**src/rtl/riscv_pkg.sv**
```systemverilog
// Shared RV32I definitions: opcodes, decoder encodings, control word layout
// and the ID/EX register update actions.
package riscv_pkg;

    localparam logic [6:0] OP_R      = 7'b0110011;
    localparam logic [6:0] OP_I      = 7'b0010011;
    localparam logic [6:0] OP_LOAD   = 7'b0000011;
    localparam logic [6:0] OP_STORE  = 7'b0100011;
    localparam logic [6:0] OP_BRANCH = 7'b1100011;
    localparam logic [6:0] OP_JAL    = 7'b1101111;
    localparam logic [6:0] OP_JALR   = 7'b1100111;
    localparam logic [6:0] OP_LUI    = 7'b0110111;
    localparam logic [6:0] OP_AUIPC  = 7'b0010111;

    localparam logic [1:0] ALUOP_R     = 2'b00;
    localparam logic [1:0] ALUOP_I     = 2'b01;
    localparam logic [1:0] ALUOP_LSB   = 2'b10;
    localparam logic [1:0] ALUOP_OTHER = 2'b11;

    localparam logic [1:0] WB_IMM = 2'b00;
    localparam logic [1:0] WB_PC4 = 2'b01;
    localparam logic [1:0] WB_ALU = 2'b10;
    localparam logic [1:0] WB_DM  = 2'b11;

    // The nine decoder outputs carried from ID to EX.
    typedef struct packed {
        logic [1:0] alu_op;
        logic [1:0] dm_to_reg;
        logic       reg_write;
        logic       dm_en;
        logic       dm_write;
        logic       jump;
        logic       branch;
        logic       alu_src;
        logic       auipc;
    } ctrl_t;

    // Control word of a bubble: no architectural side effects.
    localparam ctrl_t BUBBLE_CTRL = '{
        alu_op:    ALUOP_OTHER,
        dm_to_reg: WB_IMM,
        reg_write: 1'b0,
        dm_en:     1'b0,
        dm_write:  1'b0,
        jump:      1'b0,
        branch:    1'b0,
        alu_src:   1'b1,
        auipc:     1'b0
    };

    // What the ID/EX register does on the next edge.
    typedef enum logic [1:0] {
        ACT_HOLD   = 2'd0,
        ACT_BUBBLE = 2'd1,
        ACT_LOAD   = 2'd2
    } ex_action_t;

endpackage

```
**src/rtl/load_use_detect.sv**
```systemverilog
// Load-use hazard detector: flags an ID instruction that reads the
// destination of a load currently sitting in EX.
module load_use_detect
    import riscv_pkg::*;
(
    input  logic       ex_valid,
    input  logic       ex_dm_en,
    input  logic       ex_dm_write,
    input  logic       ex_reg_write,
    input  logic [4:0] ex_rd,
    input  logic       id_valid,
    input  logic [6:0] id_op,
    input  logic [4:0] id_rs1,
    input  logic [4:0] id_rs2,
    output logic       hazard
);

    logic rs1_used_s;
    logic rs2_used_s;
    logic ex_load_s;
    logic rs1_hit_s;
    logic rs2_hit_s;

    // Decode which source fields the ID opcode really reads.
    always_comb begin
        rs1_used_s = 1'b1;
        rs2_used_s = 1'b0;
        case (id_op)
            OP_LUI, OP_AUIPC, OP_JAL: begin
                rs1_used_s = 1'b0;
                rs2_used_s = 1'b0;
            end
            OP_R, OP_STORE, OP_BRANCH: begin
                rs1_used_s = 1'b1;
                rs2_used_s = 1'b1;
            end
            default: begin
                rs1_used_s = 1'b1;
                rs2_used_s = 1'b0;
            end
        endcase
    end

    // Hazard equation; x0 as load destination never matches.
    always_comb begin
        ex_load_s = ex_valid & ex_dm_en & ~ex_dm_write & ex_reg_write & (ex_rd != 5'd0);
        rs1_hit_s = rs1_used_s & (id_rs1 == ex_rd);
        rs2_hit_s = rs2_used_s & (id_rs2 == ex_rd);
        hazard    = ex_load_s & id_valid & (rs1_hit_s | rs2_hit_s);
    end

endmodule

```
**src/rtl/id_ex_stage.sv**
```systemverilog
// ID/EX pipeline register with load-use bubble insertion, EX redirect
// flush, downstream stall hold and a saturating bubble counter.
module id_ex_stage
    import riscv_pkg::*;
#(
    parameter int XLEN  = 32,
    parameter int CNT_W = 16
) (
    input  logic            clk,
    input  logic            rst,
    input  logic            id_valid,
    input  logic [6:0]      id_op,
    input  logic [1:0]      id_ALU_op,
    input  logic [1:0]      id_DMtoReg,
    input  logic            id_RegWrite,
    input  logic            id_DM_en,
    input  logic            id_DM_write,
    input  logic            id_jump,
    input  logic            id_branch,
    input  logic            id_ALU_src,
    input  logic            id_auipc,
    input  logic [XLEN-1:0] id_pc,
    input  logic [XLEN-1:0] id_rs1_data,
    input  logic [XLEN-1:0] id_rs2_data,
    input  logic [XLEN-1:0] id_imm,
    input  logic [4:0]      id_rs1,
    input  logic [4:0]      id_rs2,
    input  logic [4:0]      id_rd,
    input  logic [2:0]      id_funct3,
    input  logic            id_funct7b5,
    input  logic            ex_stall,
    input  logic            ex_redirect,
    output logic            ex_valid,
    output logic [1:0]      ex_ALU_op,
    output logic [1:0]      ex_DMtoReg,
    output logic            ex_RegWrite,
    output logic            ex_DM_en,
    output logic            ex_DM_write,
    output logic            ex_jump,
    output logic            ex_branch,
    output logic            ex_ALU_src,
    output logic            ex_auipc,
    output logic [XLEN-1:0] ex_pc,
    output logic [XLEN-1:0] ex_rs1_data,
    output logic [XLEN-1:0] ex_rs2_data,
    output logic [XLEN-1:0] ex_imm,
    output logic [4:0]      ex_rs1,
    output logic [4:0]      ex_rs2,
    output logic [4:0]      ex_rd,
    output logic [2:0]      ex_funct3,
    output logic            ex_funct7b5,
    output logic            hazard_stall,
    output logic [CNT_W-1:0] bubble_cnt
);

    localparam logic [CNT_W-1:0] CNT_MAX = {CNT_W{1'b1}};
    localparam logic [CNT_W-1:0] CNT_ONE = {{(CNT_W-1){1'b0}}, 1'b1};

    logic            ex_valid_r;
    ctrl_t           ex_ctrl_r;
    logic [XLEN-1:0] ex_pc_r, ex_rs1_data_r, ex_rs2_data_r, ex_imm_r;
    logic [4:0]      ex_rs1_r, ex_rs2_r, ex_rd_r;
    logic [2:0]      ex_funct3_r;
    logic            ex_funct7b5_r;
    logic [CNT_W-1:0] bubble_cnt_r;

    ctrl_t           id_ctrl_s;
    logic            hazard_s;
    ex_action_t      action_s;
    logic            count_inc_s;

    load_use_detect u_load_use_detect (
        .ex_valid     (ex_valid_r),
        .ex_dm_en     (ex_ctrl_r.dm_en),
        .ex_dm_write  (ex_ctrl_r.dm_write),
        .ex_reg_write (ex_ctrl_r.reg_write),
        .ex_rd        (ex_rd_r),
        .id_valid     (id_valid),
        .id_op        (id_op),
        .id_rs1       (id_rs1),
        .id_rs2       (id_rs2),
        .hazard       (hazard_s)
    );

    // Pack decoder outputs; an empty ID slot carries the bubble control word.
    always_comb begin
        id_ctrl_s = BUBBLE_CTRL;
        if (id_valid) begin
            id_ctrl_s = '{
                alu_op:    id_ALU_op,
                dm_to_reg: id_DMtoReg,
                reg_write: id_RegWrite,
                dm_en:     id_DM_en,
                dm_write:  id_DM_write,
                jump:      id_jump,
                branch:    id_branch,
                alu_src:   id_ALU_src,
                auipc:     id_auipc
            };
        end else begin
            id_ctrl_s = BUBBLE_CTRL;
        end
    end

    // Select the register update: redirect beats stall beats hazard.
    always_comb begin
        action_s    = ACT_LOAD;
        count_inc_s = 1'b0;
        if (ex_redirect) begin
            action_s = ACT_BUBBLE;
        end else if (ex_stall) begin
            action_s = ACT_HOLD;
        end else if (hazard_s) begin
            action_s    = ACT_BUBBLE;
            count_inc_s = 1'b1;
        end else begin
            action_s = ACT_LOAD;
        end
    end

    // A redirect makes IF refetch, so it never freezes the front end.
    assign hazard_stall = ~ex_redirect & (ex_stall | hazard_s);

    // ID/EX register bank and bubble counter.
    always_ff @(posedge clk) begin
        if (rst) begin
            ex_valid_r    <= 1'b0;
            ex_ctrl_r     <= BUBBLE_CTRL;
            ex_pc_r       <= '0;
            ex_rs1_data_r <= '0;
            ex_rs2_data_r <= '0;
            ex_imm_r      <= '0;
            ex_rs1_r      <= 5'd0;
            ex_rs2_r      <= 5'd0;
            ex_rd_r       <= 5'd0;
            ex_funct3_r   <= 3'd0;
            ex_funct7b5_r <= 1'b0;
            bubble_cnt_r  <= '0;
        end else begin
            case (action_s)
                ACT_BUBBLE: begin
                    ex_valid_r <= 1'b0;
                    ex_ctrl_r  <= BUBBLE_CTRL;
                end
                ACT_LOAD: begin
                    ex_valid_r    <= id_valid;
                    ex_ctrl_r     <= id_ctrl_s;
                    ex_pc_r       <= id_pc;
                    ex_rs1_data_r <= id_rs1_data;
                    ex_rs2_data_r <= id_rs2_data;
                    ex_imm_r      <= id_imm;
                    ex_rs1_r      <= id_rs1;
                    ex_rs2_r      <= id_rs2;
                    ex_rd_r       <= id_rd;
                    ex_funct3_r   <= id_funct3;
                    ex_funct7b5_r <= id_funct7b5;
                end
                default: begin
                    ex_valid_r <= ex_valid_r;
                end
            endcase
            if (count_inc_s && (bubble_cnt_r != CNT_MAX)) begin
                bubble_cnt_r <= bubble_cnt_r + CNT_ONE;
            end else begin
                bubble_cnt_r <= bubble_cnt_r;
            end
        end
    end

    assign ex_valid    = ex_valid_r;
    assign ex_ALU_op   = ex_ctrl_r.alu_op;
    assign ex_DMtoReg  = ex_ctrl_r.dm_to_reg;
    assign ex_RegWrite = ex_ctrl_r.reg_write;
    assign ex_DM_en    = ex_ctrl_r.dm_en;
    assign ex_DM_write = ex_ctrl_r.dm_write;
    assign ex_jump     = ex_ctrl_r.jump;
    assign ex_branch   = ex_ctrl_r.branch;
    assign ex_ALU_src  = ex_ctrl_r.alu_src;
    assign ex_auipc    = ex_ctrl_r.auipc;
    assign ex_pc       = ex_pc_r;
    assign ex_rs1_data = ex_rs1_data_r;
    assign ex_rs2_data = ex_rs2_data_r;
    assign ex_imm      = ex_imm_r;
    assign ex_rs1      = ex_rs1_r;
    assign ex_rs2      = ex_rs2_r;
    assign ex_rd       = ex_rd_r;
    assign ex_funct3   = ex_funct3_r;
    assign ex_funct7b5 = ex_funct7b5_r;
    assign bubble_cnt  = bubble_cnt_r;

endmodule

```
**config.mk**
```make
export PLATFORM = sky130hd
export DESIGN_NAME = id_ex_stage
export DESIGN_NICKNAME = d
export VERILOG_FILES = /design/src/rtl/riscv_pkg.sv /design/src/rtl/load_use_detect.sv /design/src/rtl/id_ex_stage.sv
export SDC_FILE = /design/constraint.sdc
export NUM_CORES = 1
export LEC_CHECK = 0
export ABC_AREA = 1
export ABC_CLOCK_PERIOD_IN_PS = 2600
export BUFFER_PORTS_ARGS = -buffer_cell sky130_fd_sc_hd__buf_4
export CAP_MARGIN = 20
export CORE_AREA = 2 2 133 135
export DETAILED_ROUTE_END_ITERATION = 6
export DIE_AREA = 0 0 135 137
export PLACE_DENSITY = 0.81
export SLEW_MARGIN = 0
export SYNTH_ARGS = -nofsm -noshare
export SYNTH_HDL_FRONTEND = slang
export SYNTH_HIERARCHICAL = 1
export SYNTH_SLANG_ARGS = --single-unit
```
**constraint.sdc**
```tcl
create_clock -name clk -period 2.6 [get_ports clk]
set_clock_uncertainty 0.2 [all_clocks]
set_input_delay 0 -clock clk [delete_from_list [all_inputs] [get_ports clk]]
set_output_delay 0 -clock clk [all_outputs]
set_load 0.1 [all_outputs]
```
==> results of run 1 <==
==> routing by layer <==
layer | track usage (%) | share of wire (%) | vias to the layer above
met5 | 0 | 0 | -
met4 | 15.9 | 5.0 | 0
met3 | 8.19 | 7.7 | 108
met2 | 51.5 | 51 | 419
met1 | 30.3 | 36 | 3810
li1 | - | - | 3919
==> worst paths after layout <==
check,start,endpoint,slack (ns),depth (start not counted)
setup / recovery,ex_rd[0]$_SDFFE_PP0N_,bubble_cnt[0]$_SDFFE_PP0P_,0.13,13
hold / removal,id_rs1_data[27],ex_rs1_data[27]$_SDFFE_PP0N_,0.15,4
setup reg to reg,ex_rd[0]$_SDFFE_PP0N_,bubble_cnt[0]$_SDFFE_PP0P_,0.13,13
hold reg to reg,ex_branch$_SDFFE_PP0P_,ex_branch$_SDFFE_PP0P_,0.27,2
==> cells by family (layout without fill, tap and decap cells) <==
logic type / Yosys count / in the layout / share of synthesized area (%)
and+or+nand+nor: 483 / 483 / 28.8
DFF: 175 / 175 / 50.8
AOI/OAI and AO/OA: 173 / 173 / 12.9
buffers and inverters: 90 / 588 / 6.28
xor gates and xnor gates: 6 / 6 / 0.762
adders and majority gates: 3 / 3 / 0.544
other: 0 / 1 / 0
==> what timing repair did <==
| item | in CTS | in global routing |
|---|---|---|
| hold buffers | 165 | 0 |
| resized for setup | 0 | 6 |
| setup buffers | 0 | 1 |
| endpoints found under the hold margin | 171 | 0 |
| endpoints found under the setup margin | 0 | 15 |
==> per-stage QoR <==
stage	TNS [ns]	util [%]	area, µm²	hold WS [ns]
floorplan	0	-	6920	-0.131
global placement	0	56.6	9660	0.0201
detailed placement	0	56.6	9660	0.0194
CTS	0	69.6	11900	0.122
global route	-0.0162	69.9	11900	0.152
finish	0	69.9	11900	0.150
==> state kept, by name (all words and copies together) (netlist names), 2 cells and up <==
| name | cells |
|---|---|
| ex_rs2_data | 32 |
| ex_imm | 32 |
| ex_rd | 5 |
| ex_rs2 | 5 |
| ex_funct3 | 3 |
| ex_rs1 | 5 |
| ex_pc | 32 |
| ex_DMtoReg | 2 |
| ex_ALU_op | 2 |
| ex_rs1_data | 32 |
| bubble_cnt | 16 |
==> tightest hold or removal path, cell delays in order <==
cell	delay, ns
dlygate4sd3_1	0.52
buf_4	0.10
nor2_1	0.04
nor2_1	0.08
==> cell usage after synthesis (7+ instances only) <==
library cell / n
buf_2: 10
o21ai_0: 147
nand2_2: 7
clkbuf_1: 29
a21oi_1: 16
inv_1: 29
dfxtp_1: 175
buf_6: 10
nand3_1: 18
nand2_1: 90
nor2_1: 342
inv_2: 8
==> layout by cell type (no fill, tap or decap), types with 7 or more instances in the layout <==
| master | synthesis | layout |
|---|---|---|
| nor2_4 | 6 | 7 |
| inv_1 | 29 | 28 |
| nor2_1 | 342 | 340 |
| nand3_1 | 18 | 18 |
| nand2_1 | 90 | 90 |
| clkbuf_16 | 0 | 17 |
| nor2_2 | 6 | 7 |
| inv_2 | 8 | 7 |
| buf_4 | 2 | 348 |
| dlygate4sd3_1 | 0 | 165 |
| dfxtp_1 | 175 | 166 |
| o21ai_0 | 147 | 147 |
| a21oi_1 | 16 | 16 |
| nand2_2 | 7 | 7 |
==> where the power goes <==
group          leakage [nW]  total, mW  internal (mW)  switching (mW)
Clock                 0.279       2.52           1.40            1.12
Sequential             1.43       2.87           2.80          0.0705
Combinational          4.04       1.80          0.561            1.24
==> cell type report <==
| cell class | instances | area (µm²) |
|---|---|---|
| Fill cell | 1183 | 5140 |
| Timing Repair Buffer | 519 | 4380 |
| Sequential cell | 175 | 3520 |
| Multi-Input combinational cell | 665 | 3010 |
| Clock buffer | 20 | 467 |
| Tap cell | 225 | 282 |
| Inverter | 38 | 148 |
| Clock inverter | 11 | 104 |
| Antenna cell | 1 | 2.50 |
==> flow_summary_export.csv, run 1 <==
group,metric,value,unit
sta,period_needed,2.47,ns
place,place_congestion,0.834,
floorplan,start_util,40.4,%
drt,via_count,8256,
drt,drc,2,
status,status,"finished with violations",
drt,drt_pass1_iterations,7,
setup_path,endpoint_kind,"flop",
power,p_leak,5.76,nW
synth,seq_area_frac_synth,50.8,%
global_route,grt_pass1_vias,8581,
setup_path,cp_max_fo,6,
cts,cts.clk_slew.worst_paths,0.07,ns
synth,post_synth.cell_area_avg,7.42,µm²
synth,yosysTopAreaCell,"dfxtp_1",
sta,rsz0062_at_grt,"true",
cts,cts.root.buffer_cell,"clkbuf_16",
setup_path,crit_top_cell,"nand2_1",
sta,worst_slack,0.131,ns
floorplan,design.core.area,17100,µm²
cts,clock_latency,0.42,ns
synth,synthTopCellsByArea,"dfxtp_1 51%, nor2_1 19%, o21ai_0 11%",
cts,clock-sinks,175,
synth,synthesis.area,6900,µm²
hold_path,min_path_type,"input port to flop",
place,hpwl,15900,µm
sta,worst_pin_slew,0.336,ns
cts,cts_tree,"yes",
setup_path,slowest_stage,"dlygate4sd3_1",
setup_path,startpoint_type,"flop",
drt,avgViaCountPerCell,4.99,
sta,hold_viol,0,
floorplan,die_w,135,µm
power,irDropWorstVdd,0.416,mV
synth,synth_edf_count,0,
synth,synth_top_cell_area_share,50.8,%
synth,synth_nets,1103,
global_route,grt_pass1_wl,42200,µm
cts,cts_inserted_buffers,17,
setup_path,worstPathRequired,2.71,ns
synth,yosys_most_used_dff,"dfxtp_1",
place,dp_slack,0.189,ns
sta,slew_violations,0,
synth,async_flop_share,0,%
global_route,track_usage,28.7,%
flow_run,max_cap_violations,0,
status,violations,"design-rule violations",
setup_path,critical-path-top-delay-family,"simple AND/OR/NAND/NOR gates",
setup_path,cp_cell_sequence,"inv_2, nand2_1, nand2_1, nand2_4, nor2_2, nand2_1, a21oi_4, nand2_1, nor2_4, nand2_4, dlygate4sd3_1, o21ai_1, nor2_1",
cells_and_area,drive_gt1_share,30.6,%
global_route,grt_max_degree,91,
synth,ys_types,30,
sta,fin_crit_sh,95.0,%
cells_and_area,area_growth,72.8,%
sta,setup_viol,0,
cts,cts_htree_levels,4,
floorplan,die_h,137,µm
floorplan,ios,346,
setup_path,worstPathArrival,2.58,ns
place,io_buffers,345,
setup_path,worstSetupPathType,"flop to flop",
setup_path,slowest_delay,0.60,ns
cells_and_area,stdcell_count,1654,
drt,wl_per_cell,16.5,µm
synth,yosys_warnings,6,
sta,slew_headroom,77.6,%
sta,fmax,0.405,GHz
setup_path,cp_num_buf_inv,2,
drt,dr.first_iter.drc_count,478,
drt,final_antenna_net_count,0,
cts,clockBufferDepth,2,
global_route,grt_overflow,0,
floorplan,rows,48,
power,total_power,7.20,mW
power,powerDensity,604,nW/µm²
synth,synthCells,930,
cells_and_area,finalNetCount,1589,
drt,wl,27200,µm
global_route,antenna_found_initial,1,
place,dp_cells,1456,
synth,ys_seq_elements,175,
floorplan,die_area,18500,µm²
(Power assumes the default switching activity.)
==> run 2, diff against run 1 <==
ABC_AREA = unset   (was 1)
CORE_AREA = 2 2 136 138   (was 2 2 133 135)
DIE_AREA = 0 0 138 140   (was 0 0 135 137)
PLACE_DENSITY = 0.77   (was 0.81)
SETUP_SLACK_MARGIN = 0.15   (was unset)
==> run 2 against run 1 <==
Against the previous run:
- the run ends with negative setup slack left
- sequential power decreased by 2%
- final cell count decreased by 11%
- non-clock buffer count up 72
- register-to-register slack got worse by 0.41 ns
- design area grew 12%
- core utilization increased by 5.2 points
- sequential share of layout area is 3.1 points lower
- critical path depth is 4 lower
- via count shrank 11%
- largest cell class unchanged
- largest power group unchanged
- highest routed layer unchanged
==> flow_summary_export.csv, run 2 <==
group,metric,value,unit
status,status,"finished with violations",
status,violations,"negative setup slack",
setup_path,rrSetupSlack,-0.28,ns
setup_path,cp_num_buf_inv,1,
synth,yosysTopAreaCell,"dfxtp_1",
floorplan,rows,49,
place,io_buffers,345,
drt,wl_per_cell,18.9,µm
global_route,grt_max_degree,60,
synth,seq_area_frac_synth,53.1,%
cts,cts.root.buffer_cell,"clkbuf_16",
cts,cts_htree_levels,4,
power,irDropWorstVdd,0.425,mV
cts,cts_tree,"yes",
place,post_dp_cell_area,9860,µm²
power,p_leak,5.72,nW
global_route,grt_pass1_wl,39400,µm
global_route,grt_overflow,0,
drt,wl,27700,µm
floorplan,die_area,19300,µm²
place,hpwl,14800,µm
synth,synth_nets,831,
sta,slew_violations,0,
drt,dr.first_iter.drc_count,331,
cts,clock_latency,0.42,ns
setup_path,cp_max_fo,5,
cts,clock-sinks,175,
global_route,antenna_found_initial,1,
floorplan,die_h,140,µm
synth,synth_common_cells,"175 x dfxtp_1, 165 x nor2_1, 147 x mux2i_1, 29 x clkbuf_1, 26 x a21oi_1",
hold_path,worstHoldStart,"id_imm[24]",
drt,avgViaCountPerCell,4.99,
sta,setup_viol,164,
synth,synthCells,658,
flow_run,max_cap_violations,0,
hold_path,timing.hold.worst_endpoint,"ex_imm[24]$_SDFFE_PP0N_",
synth,synth_top_cell_area_share,53.1,%
synth,yosysMostFrequentCell,"dfxtp_1",
hold_path,min_path_type,"input port to flop",
setup_path,regToRegStartpoint,"ex_rd[1]$_SDFFE_PP0N_",
setup_path,critical-path-top-delay-family,"simple AND/OR/NAND/NOR gates",
synth,post_synth.cell_area_avg,10.0,µm²
floorplan,ios,346,
drt,drt_pass1_iterations,6,
setup_path,rr_endpoint,"bubble_cnt[9]$_SDFFE_PP0P_",
cells_and_area,drive_gt1_share,45.7,%
setup_path,endpoint_kind,"flop",
floorplan,die_w,138,µm
sta,period_needed,2.88,ns
setup_path,worstPathRequired,2.69,ns
synth,yosys_most_used_dff,"dfxtp_1",
hold_path,hold_depth,4,
setup_path,worstPathArrival,2.97,ns
drt,drc,0,
cts,cts_inserted_buffers,17,
setup_path,worstSetupPathType,"flop to flop",
global_route,track_usage,25.1,%
sta,worst_pin_slew,0.942,ns
place,place_congestion,0.825,
global_route,grt_pass1_vias,7607,
cells_and_area,final_cell_mix,"373 x buf_4, 162 x nor2_1, 162 x dlygate4sd3_1",
cells_and_area,fillers,1044,
sta,tns,-27.26,ns
setup_path,startpoint_type,"flop",
synth,async_flop_share,0,%
cts,cts.clk_slew.worst_paths,0.08,ns
synth,yosys_warnings,6,
synth,ys_seq_elements,175,
cells_and_area,area_growth,102,%
sta,hold_viol,0,
cells_and_area,multi_input_area,3490,µm²
setup_path,reg2reg_depth,9,
synth,synthesis.area,6600,µm²
synth,synth_edf_count,0,
cells_and_area,fin_area,13300,µm²
setup_path,cp_cell_sequence,"xor2_1, nor3_1, o2111ai_1, a21oi_2, or3b_4, or4_4, buf_4, o31ai_1, a21oi_1",
sta,fmax,0.347,GHz
sta,worst_slack,-0.281,ns
floorplan,start_util,37.1,%
floorplan,design.core.area,17800,µm²
sta,fin_crit_sh,111,%
cells_and_area,final_common_cell,"buf_4",
drt,via_count,7347,
cells_and_area,finalNetCount,1402,
sta,rsz0062_at_grt,"true",
power,powerDensity,540,nW/µm²
synth,ys_types,38,
drt,final_antenna_net_count,0,
sta,slew_headroom,36.7,%
setup_path,slowest_stage,"or4_4",
setup_path,slowest_delay,0.53,ns
cells_and_area,seqCellArea,3540,µm²
synth,synthTopCellsByArea,"dfxtp_1 53%, mux2i_1 22%, nor2_1 9.4%",
cts,clockBufferDepth,2,
run 2: changes by cell type in the layout (fill, tap and decap cells not counted), moves of 25 or more:
cell | before | now
inv_1 | 28 | 3
buf_4 | 348 | 373
o21ai_0 | 147 | 5
nor2_1 | 340 | 162
nand2_1 | 90 | 6
mux2i_1 | 0 | 122
run 2: per-layer routing:
layer	wire length [µm]	vias to the layer above	GRT usage (%)
met2	14900	376	47.3
met5	0	-	0
met1	10100	3481	27.0
li1	-	3415	-
met4	947	0	10.8
met3	1850	75	5.44
run 2: what timing repair did:
action | 4_1_cts | 5_1_grt
pin swaps | 10 | 37
resized for setup | 46 | 107
buffers inserted | 14 | 16
hold buffers | 163 | 0
endpoints found under the setup margin | 170 | 173
endpoints found under the hold margin | 173 | 0
cloned | 5 | 7
run 2: worst max-delay path by stage:
stage,from,end,slack (ns),cells past startpoint
6_report,ex_rd[1]$_SDFFE_PP0N_,bubble_cnt[9]$_SDFFE_PP0P_,-0.28,9
2_1_floorplan,ex_rd[2]$_SDFFE_PP0N_,bubble_cnt[9]$_SDFFE_PP0P_,-0.35,9
5_1_grt,ex_rd[1]$_SDFFE_PP0N_,bubble_cnt[9]$_SDFFE_PP0P_,-0.39,9
4_1_cts,ex_rd[3]$_SDFFE_PP0N_,bubble_cnt[15]$_SDFFE_PP0P_,-0.20,8
3_5_place_dp,ex_rd[2]$_SDFFE_PP0N_,ex_imm[20]$_SDFFE_PP0N_,-0.19,12
3_3_place_gp,ex_rd[3]$_SDFFE_PP0N_,bubble_cnt[11]$_SDFFE_PP0P_,-0.15,8
run 2: logic make-up (layout without fill, tap and decap cells):
family	count (synthesis)	after routing	synth area share, %
simple gates	231	233	15.8
flops	175	175	53.1
mux	149	149	22.6
compound gates	46	46	4.06
buf+inv	44	626	2.52
xor+xnor	10	10	1.33
fa+ha+maj	3	3	0.569
other cells	0	1	0
run 2: cell type report:
cell class / count / share of cell area [%]
multi-input cells: 441 / 26.2
clock inverters: 13 / 1.23
diodes: 1 / 0.0188
clock buffers: 19 / 3.48
well taps: 229 / 2.15
flip-flops and latches: 175 / 26.5
repair buffers: 591 / 40.3
inverters: 3 / 0.0844
run 2: stage by stage:
stage	instances	setup WS, ns	util, %	hold slack [ns]	power [mW]
final	1472	-0.281	75.0	0.160	7.20
after floorplan	658	-0.351	-	-0.0541	3.68
after detailed placement	1234	-0.195	55.5	0.0395	4.11
after CTS	1448	-0.201	70.7	0.131	7.11
after global placement	1234	-0.150	55.5	0.0304	4.10
after global routing	1472	-0.392	75.0	0.157	7.40
run 2: worst min-delay path: cells and delay by family:
| family | cells | cell delay [ns] |
|---|---|---|
| buffers and inverters | 2 | 0.63 |
| multiplexers | 1 | 0.05 |
| AND/OR/NAND/NOR | 1 | 0.07 |
run 2: power by group:
group | internal (mW) | switching (mW) | leakage (nW)
clock | 1.54 | 1.20 | 0.304
sequential | 2.76 | 0.0555 | 1.43
combinational | 0.680 | 0.970 | 3.98
total | 4.98 | 2.22 | 5.72
